## config.mk

```make
export PLATFORM = sky130hd
export DESIGN_NAME = mfm_field_decoder
export DESIGN_NICKNAME = d
export VERILOG_FILES = /design/src/rtl/mfm_field_decoder.sv
export SDC_FILE = /design/constraint.sdc
export NUM_CORES = 1
export LEC_CHECK = 0
export ABC_AREA = 1
export CAP_MARGIN = 20
export CORE_MARGIN = 2
export CORE_UTILIZATION = 50
export DETAILED_ROUTE_END_ITERATION = 6
export PLACE_DENSITY = 0.73
export SLEW_MARGIN = 20
export SYNTH_ARGS = -nofsm -noshare
export SYNTH_HDL_FRONTEND = slang
export SYNTH_SLANG_ARGS = --single-unit
export TNS_END_PERCENT = 5
```

## constraint.sdc

```tcl
create_clock -name clk -period 2.5 [get_ports clk]
set_input_delay 0.5 -clock clk [delete_from_list [all_inputs] [get_ports clk]]
set_output_delay 0.5 -clock clk [all_outputs]
set_load 0.05 [all_outputs]
```

## src/rtl/mfm_field_decoder.sv

```systemverilog
// mfm_field_decoder
//   Byte-level MFM sector field decoder. Locks onto runs of three A1 sync
//   bytes, classifies the following address mark, parses ID fields (C/H/R/N)
//   and forwards data-field payload bytes, checking each field against an
//   embedded CRC-16 CCITT (poly 0x1021, init 0xFFFF, MSB first).
//
// Ports
//   clk, reset      clock, synchronous active-high reset
//   byte_valid      strobe qualifying byte_data / sync_mark
//   byte_data       assembled byte, MSB first
//   sync_mark       byte is an A1 with missing clock
//   abort           loss of lock / index, forces HUNT
//   id_valid        pulse: ID field complete; id_crc_ok/size_error valid
//   id_cyl/head/sector/size  latched C, H, R, N
//   data_valid/data_byte/data_last  payload byte stream
//   data_deleted    high for a whole F8 (deleted) data field
//   data_done       pulse after the data CRC bytes; data_crc_ok valid
//   orphan_dam      pulse: data mark with no accepted ID open
//   busy            decoder is not in HUNT
module mfm_field_decoder #(
    parameter int MAX_SIZE_CODE = 3,
    parameter int DAM_WINDOW    = 43
) (
    input  logic       clk,
    input  logic       reset,
    input  logic       byte_valid,
    input  logic [7:0] byte_data,
    input  logic       sync_mark,
    input  logic       abort,
    output logic       id_valid,
    output logic [7:0] id_cyl,
    output logic [7:0] id_head,
    output logic [7:0] id_sector,
    output logic [7:0] id_size,
    output logic       id_crc_ok,
    output logic       data_valid,
    output logic [7:0] data_byte,
    output logic       data_last,
    output logic       data_deleted,
    output logic       data_done,
    output logic       data_crc_ok,
    output logic       size_error,
    output logic       orphan_dam,
    output logic       busy
);

    localparam int         WIN_W     = $clog2(DAM_WINDOW + 1);
    localparam logic [15:0] CRC_INIT = 16'hFFFF;
    localparam logic [15:0] CRC_A1X3 = 16'hCDB4;
    localparam logic [7:0]  SYNC_BYTE = 8'hA1;
    localparam logic [7:0]  MARK_ID   = 8'hFE;
    localparam logic [7:0]  MARK_DATA = 8'hFB;
    localparam logic [7:0]  MARK_DEL  = 8'hF8;

    typedef enum logic [2:0] {HUNT, SYNC, ID, ID_CRC, DATA, DATA_CRC} state_t;

    state_t            state, ns;
    logic [15:0]       crc, crc_d;
    logic [1:0]        a_cnt, a_cnt_d;
    logic [1:0]        idx, idx_d;
    logic [10:0]       data_rem;
    logic [WIN_W-1:0]  win_cnt;
    logic              id_open;

    logic ev_fe, ev_dam, ev_orphan, ev_id_done, ev_data, ev_data_done, ev_drop;

    // One byte through the CCITT polynomial, MSB first.
    function automatic logic [15:0] crc16_byte(input logic [15:0] c, input logic [7:0] b);
        logic [15:0] r;
        r = c;
        for (int i = 7; i >= 0; i--) begin
            if (r[15] ^ b[i]) r = {r[14:0], 1'b0} ^ 16'h1021;
            else              r = {r[14:0], 1'b0};
        end
        return r;
    endfunction

    assign busy = (state != HUNT);

    always_ff @(posedge clk) begin
        if (reset) state <= HUNT;
        else       state <= ns;
    end

    always_comb begin
        ns           = state;
        crc_d        = crc;
        a_cnt_d      = a_cnt;
        idx_d        = idx;
        ev_fe        = 1'b0;
        ev_dam       = 1'b0;
        ev_orphan    = 1'b0;
        ev_id_done   = 1'b0;
        ev_data      = 1'b0;
        ev_data_done = 1'b0;
        ev_drop      = 1'b0;
        if (abort) begin
            ns      = HUNT;
            ev_drop = 1'b1;
        end else if (byte_valid) begin
            if (sync_mark) begin
                if (state == SYNC) begin
                    // Once three A1s are counted, further A1s restart the run so
                    // the CRC always covers exactly the last three.
                    if (a_cnt == 2'd3) begin
                        crc_d = CRC_A1X3;
                    end else begin
                        crc_d   = crc16_byte(crc, SYNC_BYTE);
                        a_cnt_d = a_cnt + 2'd1;
                    end
                end else begin
                    // A1 anywhere else starts a fresh sync run, abandoning any field.
                    crc_d   = crc16_byte(CRC_INIT, SYNC_BYTE);
                    a_cnt_d = 2'd1;
                    ns      = SYNC;
                    ev_drop = (state != HUNT);
                end
            end else begin
                case (state)
                    HUNT: ;
                    SYNC: begin
                        crc_d = crc16_byte(crc, byte_data);
                        idx_d = 2'd0;
                        ns    = HUNT;
                        if (a_cnt == 2'd3) begin
                            if (byte_data == MARK_ID) begin
                                ns    = ID;
                                ev_fe = 1'b1;
                            end else if (byte_data == MARK_DATA || byte_data == MARK_DEL) begin
                                if (id_open) begin
                                    ns     = DATA;
                                    ev_dam = 1'b1;
                                end else begin
                                    ev_orphan = 1'b1;
                                end
                            end
                        end
                    end
                    ID: begin
                        crc_d = crc16_byte(crc, byte_data);
                        idx_d = idx + 2'd1;
                        if (idx == 2'd3) begin
                            ns    = ID_CRC;
                            idx_d = 2'd0;
                        end
                    end
                    ID_CRC: begin
                        crc_d = crc16_byte(crc, byte_data);
                        idx_d = idx + 2'd1;
                        if (idx == 2'd1) begin
                            ns         = HUNT;
                            ev_id_done = 1'b1;
                        end
                    end
                    DATA: begin
                        crc_d   = crc16_byte(crc, byte_data);
                        ev_data = 1'b1;
                        if (data_rem == 11'd0) begin
                            ns    = DATA_CRC;
                            idx_d = 2'd0;
                        end
                    end
                    DATA_CRC: begin
                        crc_d = crc16_byte(crc, byte_data);
                        idx_d = idx + 2'd1;
                        if (idx == 2'd1) begin
                            ns           = HUNT;
                            ev_data_done = 1'b1;
                        end
                    end
                    default: ns = HUNT;
                endcase
            end
        end
    end

    // ---- byte stage -> registered outputs ----
    always_ff @(posedge clk) begin
        if (reset) begin
            crc          <= CRC_INIT;
            a_cnt        <= 2'd0;
            idx          <= 2'd0;
            data_rem     <= 11'd0;
            win_cnt      <= '0;
            id_open      <= 1'b0;
            id_valid     <= 1'b0;
            id_cyl       <= 8'd0;
            id_head      <= 8'd0;
            id_sector    <= 8'd0;
            id_size      <= 8'd0;
            id_crc_ok    <= 1'b0;
            size_error   <= 1'b0;
            data_valid   <= 1'b0;
            data_byte    <= 8'd0;
            data_last    <= 1'b0;
            data_deleted <= 1'b0;
            data_done    <= 1'b0;
            data_crc_ok  <= 1'b0;
            orphan_dam   <= 1'b0;
        end else begin
            crc        <= crc_d;
            a_cnt      <= a_cnt_d;
            idx        <= idx_d;
            id_valid   <= 1'b0;
            size_error <= 1'b0;
            data_valid <= 1'b0;
            data_last  <= 1'b0;
            data_done  <= 1'b0;
            orphan_dam <= ev_orphan;

            if (!abort && byte_valid && !sync_mark && state == ID) begin
                case (idx)
                    2'd0:    id_cyl    <= byte_data;
                    2'd1:    id_head   <= byte_data;
                    2'd2:    id_sector <= byte_data;
                    default: id_size   <= byte_data;
                endcase
            end

            if (ev_id_done) begin
                id_valid   <= 1'b1;
                id_crc_ok  <= (crc_d == 16'h0000);
                size_error <= (id_size > 8'(MAX_SIZE_CODE));
            end

            // Window of bytes after a good ID during which a data mark is accepted.
            if (abort || ev_fe || ev_dam) begin
                id_open <= 1'b0;
                win_cnt <= '0;
            end else if (ev_id_done) begin
                if (crc_d == 16'h0000 && id_size <= 8'(MAX_SIZE_CODE)) begin
                    id_open <= 1'b1;
                    win_cnt <= WIN_W'(DAM_WINDOW);
                end
            end else if (byte_valid && id_open && (state == HUNT || state == SYNC)) begin
                if (win_cnt <= WIN_W'(1)) begin
                    id_open <= 1'b0;
                    win_cnt <= '0;
                end else begin
                    win_cnt <= win_cnt - WIN_W'(1);
                end
            end

            // Remaining-byte counter is loaded with length-1 so zero marks the last byte.
            if (ev_dam) begin
                data_rem <= (11'd128 << id_size[1:0]) - 11'd1;
            end else if (ev_data) begin
                data_rem <= data_rem - 11'd1;
            end

            if (ev_data) begin
                data_valid <= 1'b1;
                data_byte  <= byte_data;
                data_last  <= (data_rem == 11'd0);
            end

            // Deleted flag stays up through the data_done cycle, then drops.
            if (ev_dam) begin
                data_deleted <= (byte_data == MARK_DEL);
            end else if (ev_drop || data_done) begin
                data_deleted <= 1'b0;
            end

            if (ev_data_done) begin
                data_done   <= 1'b1;
                data_crc_ok <= (crc_d == 16'h0000);
            end
        end
    end

endmodule

```

Word level (Yosys, flattened, before mapping)
Cells that the tools add are included.

word-level totals
  register bits after elaboration = 90
  word-level logic and storage cells = 464

cells by class
  bitwise operators = 88
  muxes and demuxes = 287
  add/sub/neg operators = 5
  shift-type cells = 1
  reductions and logical operators = 39
  $lt $le $gt $ge = 3
  equal/unequal tests = 20

operators by type and width
  cell                                                                             count
  16-bit two-way mux                                                               180
  13-bit two-way mux                                                               44
  3-bit inverter                                                                   43
  16-bit one-hot mux with 5 select lines                                           1
  1-bit two-way mux                                                                41
  1-bit XOR                                                                        36
  3-bit two-way mux                                                                9
  8-bit == test, second input constant                                             3
  6-bit two-way mux                                                                4
  11-bit two-way mux                                                               2
  11-bit by 1-bit subtractor with 11-bit output, second input constant             2
  16-bit logical NOT                                                               1
  3-bit one-hot mux with 5 select lines                                            1
  11-bit logical NOT                                                               1
  8-bit by 2-bit left shift with 11-bit output, first input constant               1
  2-bit AND reduction                                                              5
  2-bit OR reduction                                                               5
  1-bit inverter                                                                   9
  8-bit by 2-bit greater-than comparator with 1-bit output, second input constant  1
  8-bit by 2-bit <= comparator with 1-bit output, second input constant            1
  2-bit two-way mux                                                                4
  2-bit != test, second input constant                                             4
  2-bit one-hot mux with 4 select lines                                            1
  2-bit nonzero test                                                               4
  24 further kinds                                                                 40

Logic depth before layout (Yosys ltp)
Gate-level depths: netlist of the first run.

  depth in word-level cells = 60
  mapped depth = 20
  mapped depth without buffers = 18

Worst setup path after synthesis of the first run
No wires, ideal clock.

  path kind = input-to-reg
  start point = in byte_data[5]
  end point = reg win_cnt[1]
  stages on the path = 16
  setup time = 115 ps
  path slack = 380 ps
  required time = 2,385 ps
  arrival time = 2,004 ps
  path through = clkbuf_2 inv_1 nand2_1 nand2_1 nand2_1 nand2_1 nand2_1 nand3_1 nand3_1 a21oi_1 nand3_1 nor2_2 nand3_2 buf_6 a21oi_1 nor2_1

on the way
  longest elaborated chain between the ends = 36
  elaborated cells between the ends (all ways) = 173

ends and longest elaborated chain
  element                                                    RTL line  RTL
  start, declared                                            27        input logic [7:0] byte_data,
  1-bit XOR                                                  72        if (r[15] ^ b[i]) r = {r[14:0], 1'b0} ^ 16'h1021;
  13-bit two-way mux                                         72
  16-bit two-way mux                                         119       case (state)
  16-bit two-way mux                                         101       if (sync_mark) begin
  16-bit two-way mux                                         100       end else if (byte_valid) begin
  16-bit two-way mux                                         97        if (abort) begin
  13-bit two-way mux                                         72
  16-bit two-way mux                                         119
  [... 20 more ...]                                          n/a
  16-bit one-hot mux with 5 select lines                     119
  16-bit two-way mux                                         101
  16-bit two-way mux                                         100
  16-bit two-way mux                                         97
  16-bit logical NOT                                         231       if (crc_d == 16'h0000 && id_size <= 8'(MAX_SIZE_CODE)) begin
  1-bit logical AND                                          231
  2-bit by 1-bit != test with 1-bit output (no source line)  n/a
  2-bit AND reduction (no source line)                       n/a
  end signal, assigned                                       233       win_cnt <= WIN_W'(DAM_WINDOW);
  end signal, assigned                                       240       win_cnt <= win_cnt - WIN_W'(1);
  end, declared                                              62        logic [WIN_W-1:0] win_cnt;

Parallel ways exist; a longest one is shown, timed or not. The select of a mux whose other input is x is not followed.
A chain may end at the register's enable or synchronous reset.

Worst setup path after layout of the first run
  start point = in abort
  end point = reg win_cnt[5]

on the way
  longest elaborated chain between the ends = 5
  elaborated cells between the ends (all ways) = 13

ends and longest elaborated chain
  element                                                    RTL line  RTL
  start, declared                                            29        input logic abort,
  16-bit two-way mux                                         97
  16-bit logical NOT                                         231
  1-bit logical AND                                          231
  2-bit by 1-bit != test with 1-bit output (no source line)  n/a
  2-bit AND reduction (no source line)                       n/a

Parallel ways exist; a longest one is shown, timed or not.

==> metrics.yaml, run 1 <==
run_status:
  run_status: "completed"
critical_path:
  critical-path-slowest-cell: "clkdlybuf4s50_1"
  cp.arrival_ns: 2.67
  worst_path_most_repeated_cell: "nand2_1"
  worst_path_largest_cell_delay_ns: 0.46
  crit-reg2reg-capture: "win_cnt[5]"
  timing.critical_path.buf_inv: 2
  cp-start-kind: "primary input"
  timing.reg2reg.worst_path_depth: 17
  sequence_of_cells_on_the_critical_path: "clkdlybuf4s50_1 > nor2_4 > buf_4 > nand3_2 > o21ai_1 > nand2_1 > nand2_1 > nand2_1 > a21oi_2 > nand3_2 > nor2_4 > nand3_4 > a21oi_1 > nor2_1"
  worst_path_dominant_cell_family: "simple AND/OR/NAND/NOR gates"
  criticalPathCategory: "primary input to flip-flop"
  timing.critical_path.to_type: "flip-flop"
  worst_path_required_ns: 2.76
  ff2ff_setup_slack_ns: 0.14
  path_max_fanout: 5
  timing.critical_path.from: "abort"
  worstReg2RegStart: "state[0]"
timing:
  worst_clock_skew_ns: 0.0177
  final.period_utilization: 0.963
  worst-slew-pin-transition_ns: 0.741
  slew_headroom: 0.503
  timing.final.ws_setup_ns: 0.0927
  slew_violations: 0
  final_period_minus_worst_setup_slack_ns: 2.41
  clock.fmax_ghz: 0.415
  timing.final.hold_violations: 0
  report.final.setup_viol: 0
synthesis:
  syn_area_sq_um: 4970
  yosys_warnings: 0
  synth_cells: 773
  netlist-cell-type-count: 40
  net_count_after_synthesis: 794
  sequential_area_share_after_synthesis: 0.362
  synthesis.area_per_instance_sq_um: 6.43
  synth-seq-cells: 90
place:
  post-place-cells: 1061
  place.detailed.hpwl_mm: 12.1
  detailedPlace.worstSlack_ns: -0.513
  port-buffer-count: 62
  gp_congestion: 1.00
layout:
  layout_cell_share_with_drive_strength_beyond_1: 0.208
  multi_input_comb_area_sq_um: 2880
  layout-area-overhead-vs-synth_pct: 40.2
  mostFrequentLayoutCells: "229 x nand2_1, 116 x buf_4, 86 x dfxtp_1"
  nets: 964
  insertedDiodeCount: 0
  final-seq-area_sq_um: 1810
  most_common_cell_after_layout_fill_and_taps_aside: "nand2_1"
  final.fill_count: 822
  layoutNonFillerInstCount: 1081
job:
  cap_violations: 0
clock_tree:
  clockRootBuffer: "clkbuf_8"
  clk_pin_slew_ns: 0.10
  cts_sinks: 90
  cts-htree-levels: 3
  clock_insertion_delay_worst_skew_ns: 0.36
  clock_tree_from_tritoncts: "done"
  cts_buffers: 9
  clock_path_buffers: 2
worst_hold_path:
  min_delay_worst_endpoint: "a_cnt[1]"
  hold_path_class: "flip-flop to flip-flop"
  timing.hold.worst.start: "a_cnt[1]"
  min_path_cells: 2
global_routing:
  antenna_violations_before_repair: 0
  grtUsageTotal: 0.295
  grt_pass1_wl_mm: 26.0
  grt-ovfl-total: 0
  grt_max_degree: 51
  grt_pass1_vias: 5352
drt:
  via_per_inst: 5.31
  average_wire_length_per_cell_after_detail_routing_microns: 15.2
  route.detailed.drc: 0
  drt_pass1_iterations: 5
  number_of_routed_nets_with_antenna_violations: 0
  initialDrtViolationCount: 415
  route.final.wire_length_mm: 16.4
  vias: 5738
die:
  initial_core_utilization: 0.511
  floorplan.rows: 36
  die_h_microns: 104
  die_x_microns: 104
  die_area_sq_um: 10800
  io_pins: 63
  coreArea_sq_um: 9730
power_and_ir_drop:
  peakVddDrop_mv: 0.352
  power.combinational.fraction: 0.163
  power_frac_seq: 0.484
  clock_power_share: 0.353
  p_int_mw: 2.18
  switching_share: 0.283
  power.switching_mw: 0.861
  cellPowerDensity_nw_per_um2: 436
  p_leak_nw: 3.46
  design_power_total_mw: 3.04
[what timing repair did]
item,4_1_cts,5_1_grt
pin swaps,0,14
endpoints found under the setup margin,15,17
resized for setup,6,50
buffers inserted,0,2
hold buffers,0,0
cloned,0,2
[power by group through the flow]
stage          clock [mW]  combinational [mW]  sequential [mW]
4_1_cts              1.09               0.472             1.47
6_report             1.07               0.496             1.47
5_1_grt              1.16               0.542             1.47
3_3_place_gp            0               0.464             1.50
3_5_place_dp            0               0.468             1.50
2_1_floorplan           0               0.250             1.50
[kinds of logic (layout without fill, tap and decap cells)]
group                      after synthesis  in the layout  share of synthesized area
and+or+nand+nor                        398            400                      0.348
buffers and inverters                  110            283                     0.0883
xor gates and xnor gates                 9              9                     0.0158
DFF                                     90             90                      0.362
adders and majority gates                8              8                     0.0201
AOI/OAI and AO/OA                      158            158                      0.166
[through the flow]
stage / util / TNS, ns / hold slack [ns] / cell area [sq um]
floorplan: - / 0 / 0.429 / 4970
global placement: 0.674 / -8.09 / 0.440 / 6560
detailed placement: 0.674 / -9.85 / 0.456 / 6560
CTS: 0.699 / 0 / 0.470 / 6800
global route: 0.717 / -0.103 / 0.502 / 6970
finish: 0.717 / 0 / 0.470 / 6970
[state kept, by name, summed over array words and instances (netlist names)]
signal,flops
win_cnt,6
crc,16
data_rem,11
id_sector,8
a_cnt,2
state,3
idx,2
id_crc_ok,1
id_size,8
data_valid,1
id_cyl,8
data_done,1
data_crc_ok,1
orphan_dam,1
data_byte,8
id_head,8
id_open,1
id_valid,1
data_last,1
data_deleted,1
size_error,1
[Yosys cell counts]
library cell	instances	area, sq um
nand2_1	238	893
dfxtp_1	90	1800
a21oi_1	76	380
inv_1	73	274
o21ai_0	65	325
nand3_1	60	300
nor2_1	52	195
nor3_1	17	85.1
clkbuf_1	14	52.6
inv_2	9	33.8
ha_1	8	100
nand3_2	8	80.1
nand4_1	7	43.8
xor2_1	7	61.3
a31oi_1	4	25.0
buf_1	4	15.0
nor2_2	4	25.0
buf_4	3	22.5
nor4_1	3	18.8
o211ai_1	3	22.5
o21ai_1	3	15.0
a211oi_1	2	15.0
buf_2	2	10.0
clkbuf_2	2	10.0
nand2_2	2	12.5
o31ai_1	2	15.0
xnor2_1	2	17.5
a21o_1	1	7.51
a21oi_2	1	8.76
and3_1	1	6.26
buf_6	1	11.3
clkinv_1	1	3.75
inv_4	1	6.26
nand3_4	1	17.5
nand3b_1	1	7.51
nor2_4	1	11.3
nor2_8	1	20.0
o2111ai_1	1	8.76
or2_2	1	6.26
or4_1	1	7.51
[worst min-delay path, delay by kind of cell (launching register included)]
| kind | cells | cell delay (ns) |
|---|---|---|
| flops | 1 | 0.32 |
| simple gates | 1 | 0.06 |
| compound gates | 1 | 0.05 |
[final cells by class]
cell class | instances | share of cell area
Clock inverter | 5 | 0.00879
Tap cell | 133 | 0.0239
Inverter | 84 | 0.0456
Timing Repair Buffer | 183 | 0.228
Clock buffer | 11 | 0.0217
Sequential cell | 90 | 0.259
Multi-Input combinational cell | 575 | 0.413
[how the worst max path moves through the flow]
stage | slack, ns | end | cells after the start
2_1_floorplan | 0.38 | win_cnt[1] | 16
3_3_place_gp | -0.55 | data_rem[4] | 13
3_5_place_dp | -0.51 | win_cnt[3] | 15
4_1_cts | 0.0008 | data_rem[9] | 14
5_1_grt | -0.06 | win_cnt[2] | 18
6_report | 0.09 | win_cnt[5] | 14
[per-layer routing]
metal	track usage	share of wire
met5	0	0
met4	0.108	0.028
met3	0.0736	0.070
met2	0.472	0.46
met1	0.388	0.44
Power figures use the tool's default switching activity.
==> run 2, diff against run 1 <==
--- a/config.mk
+++ b/config.mk
@@ -10,7 +10,8 @@
 export CORE_MARGIN = 2
 export CORE_UTILIZATION = 50
 export DETAILED_ROUTE_END_ITERATION = 6
-export PLACE_DENSITY = 0.73
+export PLACE_DENSITY = 0.76
+export SKIP_LAST_GASP = 1
 export SLEW_MARGIN = 20
 export SYNTH_ARGS = -nofsm -noshare
 export SYNTH_HDL_FRONTEND = slang
==> constraint.sdc (replaced) <==
create_clock -name clk -period 2.1 [get_ports clk]
set_input_delay 0.42 -clock clk [delete_from_list [all_inputs] [get_ports clk]]
set_output_delay 0.42 -clock clk [all_outputs]
set_load 0.05 [all_outputs]
==> run 2 against run 1 <==
Net effect:
- the flow now finishes with violations (setup timing)
- core utilization grew 3.8 points
- setup slack got worse by 0.29 ns
- critical endpoint unchanged
- clock power is 10% higher
- critical path type is now flip-flop to flip-flop
- hold slack improved by 0.018 ns
==> metrics.yaml, run 2 (synthesis results as in run 1) <==
layout:
  largest_registers: "crc x16, data_rem x11"
  max_flop_register: "crc"
  layout-area-overhead-vs-synth_pct: 47.7
  mostFrequentLayoutCells: "222 x nand2_1, 146 x buf_4, 84 x dfxtp_1"
  nets: 1000  # +3.7%
  multi_input_comb_area_sq_um: 2980  # +3.4%
  final-seq-area_sq_um: 1810  # +0.28%
  insertedDiodeCount: 0  # unchanged
  final.fill_count: 753  # -8.4%
  most_common_cell_after_layout_fill_and_taps_aside: "nand2_1"
  largest_register_ff_count: 16  # unchanged
  layout_cell_share_with_drive_strength_beyond_1: 0.261  # +0.0534
drt:
  average_wire_length_per_cell_after_detail_routing_microns: 15.3  # +0.32%
  drt_pass1_iterations: 5  # unchanged
  vias: 5986  # +4.3%
  route.detailed.drc: 0  # unchanged
  met2_wirelength_mm: 8.19  # +7.9%
  route.met3.wl_mm: 1.27  # +11%
  top_signal_layer_used: "met4"
  route.final.wire_length_mm: 17.0  # +3.7%
  initialDrtViolationCount: 435  # +4.8%
  via_per_inst: 5.36  # +0.96%
  number_of_routed_nets_with_antenna_violations: 0  # unchanged
  route.layer.met1.wl_mm: 7.15  # -1.3%
timing:
  clock.fmax_ghz: 0.435
  timing.final.hold_violations: 0  # unchanged
  final.period_utilization: 1.09
  timing.final.ws_setup_ns: -0.199  # -0.292 ns
  worst_clock_skew_ns: 0.0165  # -0.00125 ns
  final_period_minus_worst_setup_slack_ns: 2.30
  report.final.setup_viol: 17  # +17
  slew_violations: 0  # unchanged
  worst-slew-pin-transition_ns: 0.653  # -0.0880 ns
  rsz0062_at_grt: "yes"
  hold-worst-slack_ns: 0.488  # +0.0184 ns
  slew_headroom: 0.562  # +0.0591
global_routing:
  grt_max_degree: 40  # -22%
  grtUsageTotal: 0.312  # +0.0162
  antenna_violations_before_repair: 0  # unchanged
  grt-ovfl-total: 0  # unchanged
  grt_pass1_vias: 5680  # +6.1%
  grt_pass1_wl_mm: 27.3  # +4.9%
power_and_ir_drop:
  p_leak_nw: 3.59  # +3.8%
  clock_power_share: 0.330  # -0.023
  power_frac_seq: 0.489  # +0.005
  peakVddDrop_mv: 0.339  # -3.7%
  cellPowerDensity_nw_per_um2: 486  # +12%
  design_power_total_mw: 3.57  # +17%
  switching_share: 0.312  # +0.0287
  power.combinational.fraction: 0.181  # +0.018
  power.switching_mw: 1.11  # +29%
  p_int_mw: 2.46  # +13%
clock_tree:
  cts_buffers: 9  # unchanged
  clock_path_buffers: 2  # unchanged
  clockRootBuffer: "clkbuf_8"
  clock_tree_from_tritoncts: "done"
  cts_sinks: 90  # unchanged
  clk_pin_slew_ns: 0.10  # about the same
  cts-htree-levels: 3  # unchanged
  clock_insertion_delay_worst_skew_ns: 0.39  # +0.03 ns
critical_path:
  cp-start-kind: "flip-flop"
  timing.reg2reg.worst_path_depth: 14  # -3
  worst_path_required_ns: 2.38  # -0.38 ns
  worstReg2RegStart: "state[1]"
  cp.arrival_ns: 2.58  # -0.09 ns
  timing.critical_path.from: "state[1]"
  path_max_fanout: 6  # +1
  criticalPathCategory: "flip-flop to flip-flop"
  timing.critical_path.to_type: "flip-flop"
place:
  place.detailed.hpwl_mm: 12.2  # +1.3%
  gp_congestion: 0.970  # -3.4%
  port-buffer-count: 62  # unchanged
die:
  die_area_sq_um: 10800  # unchanged
  coreArea_sq_um: 9730  # unchanged
  io_pins: 63  # unchanged
  die_x_microns: 104  # unchanged
  initial_core_utilization: 0.511  # unchanged
  die_h_microns: 104  # unchanged
  floorplan.rows: 36  # unchanged
run_status:
  run_status: "finished with violations"
  violations: "setup timing"
worst_hold_path:
  hold_path_class: "flip-flop to flip-flop"
  min_path_cells: 2  # unchanged
  timing.hold.worst.start: "data_rem[0]"
job:
  cap_violations: 0  # unchanged
==> run 2: worst paths after layout <==
path | slack (ns) | endpoint
hold / removal | 0.49 | data_rem[0]
hold reg to reg | 0.49 | data_rem[0]
setup / recovery | -0.20 | win_cnt[5]
setup reg to reg | -0.20 | win_cnt[5]
==> run 2: metal layers <==
metal / up-vias / track usage
met3: 43 / 0.0705
li1: 2937 / -
met5: - / 0
met2: 240 / 0.518
met1: 2766 / 0.395
met4: 0 / 0.117
==> run 2: worst max-delay path, cell delays in order, from the launching register on <==
cell and delay, ns:
dfxtp_4 0.39, inv_4 0.07, nand3_4 0.10, buf_4 0.16, nand4_1 0.22, buf_4 0.16
nor2_1 0.03, nor2_1 0.09, nand2_1 0.08, a21oi_2 0.17, nand3_2 0.11, nor2_4 0.22
nand3_4 0.17, a21oi_2 0.18, nor2_1 0.05
==> run 2: layout make-up <==
| class | instances | share of cell area |
|---|---|---|
| inverters | 84 | 0.0439 |
| flip-flops and latches | 90 | 0.247 |
| clock inverters | 7 | 0.00835 |
| repair buffers | 219 | 0.256 |
| multi-input cells | 575 | 0.405 |
| well taps | 133 | 0.0227 |
| clock buffers | 9 | 0.0169 |
==> run 2: timing repair <==
action,CTS,global route
setup buffers,12,6
hold buffers,0,0
pin swaps,24,21
endpoints found under the setup margin,35,46
gates resized for setup,57,36
gates cloned,2,0
hold endpoints to repair,0,0
==> run 2: through the flow <==
stage	cell area [sq um]	TNS (ns)	worst slack, ns	cells	utilization
2_1_floorplan	4970	0	0.0603	773	-
3_3_place_gp	6740	-24.63	-0.736	1081	0.693
3_5_place_dp	6740	-28.28	-0.828	1081	0.693
4_1_cts	7200	-2.19	-0.183	1111	0.740
5_1_grt	7350	-4.16	-0.305	1117	0.755
6_report	7350	-1.79	-0.199	1117	0.755
==> run 2: power groups by stage <==
stage               clock network [mW]  registers [mW]  logic [mW]
finish                            1.18            1.75       0.647
global route                      1.27            1.75       0.704
CTS                               1.19            1.74       0.615
detailed placement                   0            1.79       0.586
global placement                     0            1.78       0.574
floorplan                            0            1.78       0.298
